File: src/rtl/i2c_bus_arbiter.sv
// Round-robin arbiter sharing one I2C write controller between two requesters,
// with NACK/timeout retry, inter-try bus gap and a single completion pulse per request.
module i2c_bus_arbiter #(
  parameter int MAX_RETRY     = 3,
  parameter int TIMEOUT_TICKS = 64,
  parameter int GAP_TICKS     = 2
) (
  input  logic        clock_25,
  input  logic        reset,
  input  logic        tick,
  input  logic [1:0]  req,
  input  logic [23:0] wdata0,
  input  logic [23:0] wdata1,
  output logic [1:0]  gnt,
  output logic [1:0]  done,
  output logic [1:0]  err,
  output logic        busy,
  output logic        ctl_start,
  output logic [23:0] ctl_data,
  input  logic        ctl_done,
  input  logic        ctl_ack_n
);

  localparam int RW = (MAX_RETRY > 0) ? $clog2(MAX_RETRY + 1) : 1;
  localparam int TW = $clog2(TIMEOUT_TICKS + 1);
  localparam int GW = (GAP_TICKS > 0) ? $clog2(GAP_TICKS + 1) : 1;

  localparam logic [RW-1:0] RETRY_MAX  = RW'(MAX_RETRY);
  localparam logic [TW-1:0] TIMER_LAST = TW'(TIMEOUT_TICKS - 1);
  localparam logic [GW-1:0] GAP_LAST   = GW'(GAP_TICKS - 1);

  // state | meaning
  // IDLE  | no transaction, waiting for any req
  // WAIT  | ctl_start held, waiting for ctl_done or timeout
  // GAP   | bus idle between a failed try and its retry
  // RESP  | one-cycle done/err pulse to the winner
  typedef enum logic [1:0] {IDLE, WAIT, GAP, RESP} state_t;

  state_t        state;
  logic          win;
  logic          last;
  logic [RW-1:0] retry_cnt;
  logic [TW-1:0] timer;
  logic [GW-1:0] gap_cnt;

  logic pick;
  logic acked;
  logic try_fail;

  // On a tie the requester that was not served last wins.
  assign pick     = (&req) ? ~last : req[1];
  assign acked    = ctl_done & ~ctl_ack_n;
  // A timeout counts as a failed try like a NACK; ctl_done beats a coincident timeout tick.
  assign try_fail = (ctl_done & ctl_ack_n) | (~ctl_done & tick & (timer == TIMER_LAST));

  always_ff @(posedge clock_25 or negedge reset) begin
    if (!reset) begin
      state     <= IDLE;
      win       <= 1'b0;
      last      <= 1'b1;
      retry_cnt <= '0;
      timer     <= '0;
      gap_cnt   <= '0;
      gnt       <= 2'b00;
      done      <= 2'b00;
      err       <= 2'b00;
      busy      <= 1'b0;
      ctl_start <= 1'b0;
      ctl_data  <= '0;
    end else begin
      case (state)
        IDLE: begin
          done <= 2'b00;
          err  <= 2'b00;
          if (|req) begin
            win       <= pick;
            gnt       <= {pick, ~pick};
            ctl_data  <= pick ? wdata1 : wdata0;
            ctl_start <= 1'b1;
            retry_cnt <= '0;
            timer     <= '0;
            busy      <= 1'b1;
            state     <= WAIT;
          end
        end
        WAIT: begin
          if (acked) begin
            ctl_start <= 1'b0;
            done      <= {win, ~win};
            err       <= 2'b00;
            state     <= RESP;
          end else if (try_fail) begin
            ctl_start <= 1'b0;
            if (retry_cnt < RETRY_MAX) begin
              retry_cnt <= retry_cnt + 1'b1;
              gap_cnt   <= '0;
              state     <= GAP;
            end else begin
              done  <= {win, ~win};
              err   <= {win, ~win};
              state <= RESP;
            end
          end else if (tick) begin
            timer <= timer + 1'b1;
          end
        end
        GAP: begin
          if (tick) begin
            if (gap_cnt == GAP_LAST) begin
              timer     <= '0;
              ctl_start <= 1'b1;
              state     <= WAIT;
            end else begin
              gap_cnt <= gap_cnt + 1'b1;
            end
          end
        end
        RESP: begin
          done  <= 2'b00;
          err   <= 2'b00;
          gnt   <= 2'b00;
          last  <= win;
          busy  <= 1'b0;
          state <= IDLE;
        end
        default: state <= IDLE;
      endcase
    end
  end

endmodule

File: config.mk
export PLATFORM = sky130hd
export DESIGN_NAME = i2c_bus_arbiter
export DESIGN_NICKNAME = d
export VERILOG_FILES = /design/src/rtl/i2c_bus_arbiter.sv
export SDC_FILE = /design/constraint.sdc
export NUM_CORES = 1
export LEC_CHECK = 0
export ABC_AREA = 1
export CAP_MARGIN = 20
export CORE_AREA = 3 3 79 81
export DETAILED_ROUTE_END_ITERATION = 10
export DIE_AREA = 0 0 82 84
export PLACE_DENSITY = 0.81
export SLEW_MARGIN = 20
export SYNTH_ARGS = -nofsm -noshare
export SYNTH_HDL_FRONTEND = slang
export SYNTH_SLANG_ARGS = --single-unit
export TNS_END_PERCENT = 5
File: constraint.sdc
create_clock -name clock_25 -period 2.05 [get_ports clock_25]
set_clock_uncertainty 0.05 [all_clocks]
set_input_delay 0.205 -clock clock_25 [delete_from_list [all_inputs] [get_ports clock_25]]
set_output_delay 0.205 -clock clock_25 [all_outputs]
set_load 0.005 [all_outputs]
==> flow_summary.toml, run 1 <==
[power]
power_density_nw_per_um2 = 1320
p_int_mw = 2.87
clkPwrFrac_pct = 15.0
p_seq_share_pct = 34.0
swShare_pct = 38.5
p_comb_share_pct = 51.0
vdd_drop_max_v = 0.000597
p_sw_mw = 1.79
p_total_mw = 4.66
leakage_nw = 1.61

[detailed_routing]
viasPerCell = 5.10
wl_per_cell_microns = 13.7
drcViolationCount = 0
first_pass_iters = 4
drt-total-wl_microns = 6380
ant_nets = 0
vias = 2371
drt_iter0_drc = 112

[worst_setup_path]
cp_top_family = "simple AND/OR/NAND/NOR gates"
r2r_slack_ns = 0.26
critical_path.cell_chain = "inv_1, ha_1, inv_1, o21ai_0, nor2_4, nand2_4, nand2_1, nand2_1"
r2r_end = "timer[2]$_DFFE_PN0P_"
slowest_stage = "dfrtp_1"
required_ns = 2.19
worstSetupPathType = "flip-flop to flip-flop"
crit_path_end_kind = "flip-flop"
critPathMaxFanout = 12
cpPeakStageDelay_ns = 0.39
crit_buf_inv = 2
cp-start-kind = "flip-flop"
reg2reg_from = "state[1]$_DFFE_PN0P_"
r2r_cells = 8
crit_arrival_ns = 1.94

[cts]
postCtsSetupRepairBufs = 0
cts_buffer_depth = 2
htreeDepth = 2
clkTransAtPathRegs_ns = 0.08
cts_sinks = 47
clock_latency_ns = 0.29
root_buffer = "clkbuf_8"
cts_tree = "yes"
cts-buffers-inserted = 5

[floorplan]
fp.dieH_microns = 84
coreArea_sq_um = 5540
ios = 87
floorplan.die_area_sq_um = 6890
row_count = 27
initial_core_util_pct = 44.5
die_w_microns = 82

[sta]
fin_tns_setup_ns = 0
rsz0062_at_grt = "no"
slew_viol_final = 0
period_share_pct = 87.5
hold_violations = 0
fin_crit_ns = 1.79
tightest_slew_ns = 0.409
setup_viol = 0
holdWs_ns = 0.344
relSlewSlack_pct = 72.7
fmax_mhz = 557
worst_slack_ns = 0.255

[placement]
dp_slack_ns = 0.284
gp_congestion = 0.820
placed_cells = 456
dp_hpwl_microns = 4910
io_buffers = 86

[logic_synthesis]
syn-instance-count = 302
synth_async_sr_flop_share_pct = 100
synth_warnings = 0
syn_nets = 364
synth.distinct_cells = 30
synth_most_common_cell = "nand2_1"
synth.area.top_cells = "dfrtp_1 47%, nand2_1 11%, o21ai_1 7.3%"
synth_seq_cells = 47
synth_area_sq_um = 2470
yosys-top-cells-count = "75 x nand2_1, 46 x dfrtp_1, 40 x nor2_1"
yosys_most_used_dff = "dfrtp_1"
synth.avg_cell_area_sq_um = 8.17
yosys.area.top_type = "dfrtp_1"
synth_edf_count = 0
ys_seq_area_share_pct = 47.7
synth_top_area_share_pct = 46.7

[final_layout]
antennaDiodeCount = 0
fillers = 483
fin_cells = 465
nets = 454
drive_gt1_share_pct = 9.41
area_growth_pct = 43.0

[run]
max-cap-violations = 0

[global_route]
first_global_vias = 2321
grt_pass1_wl_microns = 10500
grt_max_degree = 32
overflow = 0
grt_usage_pct = 19.5
antenna_found_initial = 0

[hold_path]
min_path_type = "input port to async pin"

[outcome]
status = "completed"
==> worst register-to-register path, stage by stage, from the launching register on <==
cell	delay [ns]
dfrtp_1	0.39
inv_1	0.09
ha_1	0.20
inv_1	0.28
o21ai_0	0.22
nor2_4	0.23
nand2_4	0.11
nand2_1	0.07
nand2_1	0.05
==> power groups by stage <==
stage	clock network [mW]	registers (mW)	logic, mW
after floorplan	0	1.58	1.33
after global placement	0	1.58	2.33
after detailed placement	0	1.59	2.39
after CTS	0.722	1.59	2.40
after global routing	0.758	1.63	2.67
final	0.699	1.59	2.38
==> worst max path at each step <==
stage | startpoint | endpoint | slack, ns | cells past startpoint
2_1_floorplan | state[0]$_DFFE_PN0P_ | timer[2]$_DFFE_PN0P_ | 0.50 | 9
3_3_place_gp | state[0]$_DFFE_PN0P_ | ctl_data[17]$_DFFE_PN0P_ | 0.40 | 6
3_5_place_dp | state[1]$_DFFE_PN0P_ | timer[2]$_DFFE_PN0P_ | 0.28 | 8
4_1_cts | state[1]$_DFFE_PN0P_ | timer[2]$_DFFE_PN0P_ | 0.27 | 8
5_1_grt | state[1]$_DFFE_PN0P_ | timer[5]$_DFFE_PN0P_ | 0.1 | 8
6_report | state[1]$_DFFE_PN0P_ | timer[2]$_DFFE_PN0P_ | 0.26 | 8
==> cells in the final DEF (no fill, tap or decap), drive strengths merged, types with 2 or more instances in the layout <==
cell type and count:
nand2 81, ha 7, clkdlybuf4s50 85, clkbuf 6
nand3 18, o22ai 2, nor2 43, xor2 2
nand4 5, dfrtp 46, o21ai 61, buf 7
inv 20
==> routing by layer <==
metal	GRT usage [%]	wire, microns	vias up	part of all wire (%)
met5	0	0	-	0
met4	7.40	127	0	2.0
met3	9.94	766	15	12
met2	29.5	2900	98	45
met1	23.5	2590	1091	41
li1	-	-	1167	-
==> metrics by stage <==
stage          instance area [sq um]  utilization, %
3_5_place_dp                    3400            61.4
2_1_floorplan                   2470               -
5_1_grt                         3530            63.7
6_report                        3530            63.7
4_1_cts                         3530            63.7
3_3_place_gp                    3400            61.4
==> sequential cells by signal, indices dropped and copies added (netlist names) <==
name / cells
timer: 7
state: 2
retry_cnt: 2
ctl_start: 1
gap_cnt: 2
ctl_data: 24
err: 2
win: 1
busy: 1
last: 1
gnt: 2
done: 2
==> kinds of logic after synthesis <==
kind of cell,after synthesis,share of synthesized area [%]
compound gates,66,14.3
buf+inv,30,5.38
xor+xnor,3,1.07
flops,47,47.7
fa+ha+maj,7,3.55
simple gates,149,28.0
==> layout make-up <==
| cell class | count | area (sq um) | share of cell area [%] |
|---|---|---|---|
| inverters | 20 | 75.1 | 2.13 |
| repair buffers | 93 | 911 | 25.8 |
| multi-input cells | 225 | 1160 | 32.8 |
| well taps | 72 | 90.1 | 2.55 |
| clock buffers | 6 | 82.6 | 2.34 |
| clock inverters | 2 | 35.0 | 0.993 |
| flip-flops and latches | 47 | 1180 | 33.4 |
==> repair_timing <==
item | CTS | global route
resized for setup | 0 | 0
hold buffers | 1 | 0
hold endpoints to repair | 46 | 0
No activity file was read; power rests on OpenSTA's default activity.
==> run 2, diff against run 1 <==
CELL_PAD_IN_SITES_DETAIL_PLACEMENT = 2   (was not set)
CELL_PAD_IN_SITES_GLOBAL_PLACEMENT = 2   (was not set)
CORE_AREA = 3 3 104 106   (was 3 3 79 81)
DIE_AREA = 0 0 107 109   (was 0 0 82 84)
PLACE_DENSITY = 0.82   (was 0.81)
==> run 2 against run 1 <==
Die area rose by 69%. Via count rose by 3.2%. Clock power fell by 14%. Global-route usage fell by 4.3 points. Combinational power rose by 6%. First-iteration DRC count fell by 54%. Hold slack improved by 0.091 ns. Highest routed layer unchanged. Critical endpoint unchanged. Utilization fell by 27 points. Power rose by 1.2%.
==> flow_summary.toml, run 2 (synthesized netlist as in run 1, its figures left out) <==
[final_layout]
area_growth_pct = 46.3
largest_reg_flops = 24
final_cell_mix = "85 x clkdlybuf4s50_1, 75 x nand2_1, 46 x dfrtp_1"
nets = 458
drive_gt1_share_pct = 10.3
antennaDiodeCount = 0
reg.largest.list = "ctl_data (24), timer (7)"
fillers = 1149
layout_commonest_cell = "clkdlybuf4s50_1"
regMostFlops = "ctl_data"

[placement]
dp_hpwl_microns = 6680
io_buffers = 86
gp_congestion = 0.793

[sta]
period_share_pct = 88.4
fmax_mhz = 552
fin_crit_ns = 1.81
fin_tns_setup_ns = 0
hold_violations = 0
setup_viol = 0
tightest_slew_ns = 0.795
holdWs_ns = 0.435
slew_viol_final = 0
relSlewSlack_pct = 47.0
rsz0062_at_grt = "no"

[worst_setup_path]
required_ns = 2.20
crit_arrival_ns = 1.97
r2r_slack_ns = 0.24
reg2reg_from = "state[1]$_DFFE_PN0P_"
r2r_cells = 8
worstSetupEndpoint = "timer[2]$_DFFE_PN0P_"
cp-startpoint = "state[1]$_DFFE_PN0P_"
worstSetupPathType = "flip-flop to flip-flop"
r2r_end = "timer[2]$_DFFE_PN0P_"
crit_path_end_kind = "flip-flop"
critPathMaxFanout = 8
cp-start-kind = "flip-flop"

[global_route]
grt_max_degree = 35
grt_usage_pct = 15.2
grt_pass1_wl_microns = 13900
first_global_vias = 2834
antenna_found_initial = 0
overflow = 0

[cts]
clkTransAtPathRegs_ns = 0.10
cts-buffers-inserted = 5
root_buffer = "clkbuf_8"
cts_sinks = 47
htreeDepth = 2
clock_latency_ns = 0.31
cts_buffer_depth = 2
post_cts_resized = 0
cts_tree = "yes"

[floorplan]
initial_core_util_pct = 25.0
fp.dieH_microns = 109
floorplan.die_area_sq_um = 11700
row_count = 36
die_w_microns = 107
ios = 87
coreArea_sq_um = 9860

[detailed_routing]
first_pass_iters = 4
viasPerCell = 4.62
ant_nets = 0
wl_per_cell_microns = 16.1
vias = 2447
drcViolationCount = 0
drt_iter0_drc = 51
drt-total-wl_microns = 8510

[power]
swShare_pct = 41.6
p_sw_mw = 1.96
p_int_mw = 2.76
clkPwrFrac_pct = 12.8
p_comb_share_pct = 53.4
p_seq_share_pct = 33.8
leakage_nw = 1.62
vdd_drop_max_v = 0.000421
power_density_nw_per_um2 = 1310

[hold_path]
min_path_type = "input port to flip-flop"
holdCritStartpoint = "wdata1[17]"
worstHoldPathCells = 3

[outcome]
status = "completed"

[run]
max-cap-violations = 0
-- run 2: cell types whose count changed in the layout (fill, tap and decap cells not counted) --
cell / previous run / this run
buf_4: 6 / 10
inv_6: 0 / 2
clkbuf_8: 6 / 5
bufinv_16: 1 / 0
-- run 2: area by class of cell --
type | instances | area (sq um) | share of cell area (%)
clock buffer | 5 | 68.8 | 1.91
clock inverter | 3 | 22.5 | 0.624
inverter | 20 | 75.1 | 2.08
multi-input combinational | 225 | 1160 | 32.0
sequential | 47 | 1180 | 32.6
tap | 133 | 166 | 4.61
timing repair buffer | 97 | 941 | 26.1
-- run 2: routing by layer --
metal  vias up  global-route usage (%)  share of wire, %
met1      1190                    16.8                40
met2        79                    26.1                48
met4         0                    4.11              0.96
met3         5                    7.70                11
met5         -                       0                 0
li1       1173                       -                 -
-- run 2: per-stage QoR --
step / total power, mW / utilization (%) / worst slack [ns] / cell area, sq um / std cells
after floorplan: 2.92 / - / 0.504 / 2470 / 302
after global placement: 4.04 / 35.5 / 0.332 / 3510 / 521
after global routing: 5.18 / 36.6 / 0.102 / 3610 / 530
after detailed placement: 4.18 / 35.5 / 0.256 / 3510 / 521
after CTS: 4.83 / 36.6 / 0.226 / 3610 / 530
final: 4.72 / 36.6 / 0.237 / 3610 / 530
-- run 2: power groups by stage --
stage                     clock network, mW  registers [mW]  logic [mW]
after floorplan                           0            1.58        1.33
after global placement                    0            1.59        2.45
after detailed placement                  0            1.62        2.56
after CTS                             0.630            1.61        2.59
after global routing                  0.674            1.66        2.85
final                                 0.604            1.60        2.52
-- run 2: worst min path at each step --
stage | endpoint | slack (ns)
after floorplan | busy$_DFFE_PN0P_ | -0.14
after CTS | ctl_data[17]$_DFFE_PN0P_ | 0.43
final | ctl_data[17]$_DFFE_PN0P_ | 0.43
after global placement | err[1]$_DFFE_PN0P_ | 0.30
after global routing | ctl_data[17]$_DFFE_PN0P_ | 0.43
after detailed placement | err[0]$_DFFE_PN0P_ | 0.29
-- run 2: timing repair --
action / 4_1_cts / 5_1_grt
endpoints found under the setup margin: 0 / 0
hold buffers: 1 / 0
buffers inserted: 0 / 0
endpoints found under the hold margin: 31 / 0
-- run 2: critical path, cell delays in order, from the launching register on --
cell and delay [ns]:
dfrtp_1 0.39, inv_1 0.10, ha_1 0.22, inv_1 0.24, o21ai_0 0.22, nor2_4 0.24
nand2_4 0.11, nand2_1 0.08, nand2_1 0.05
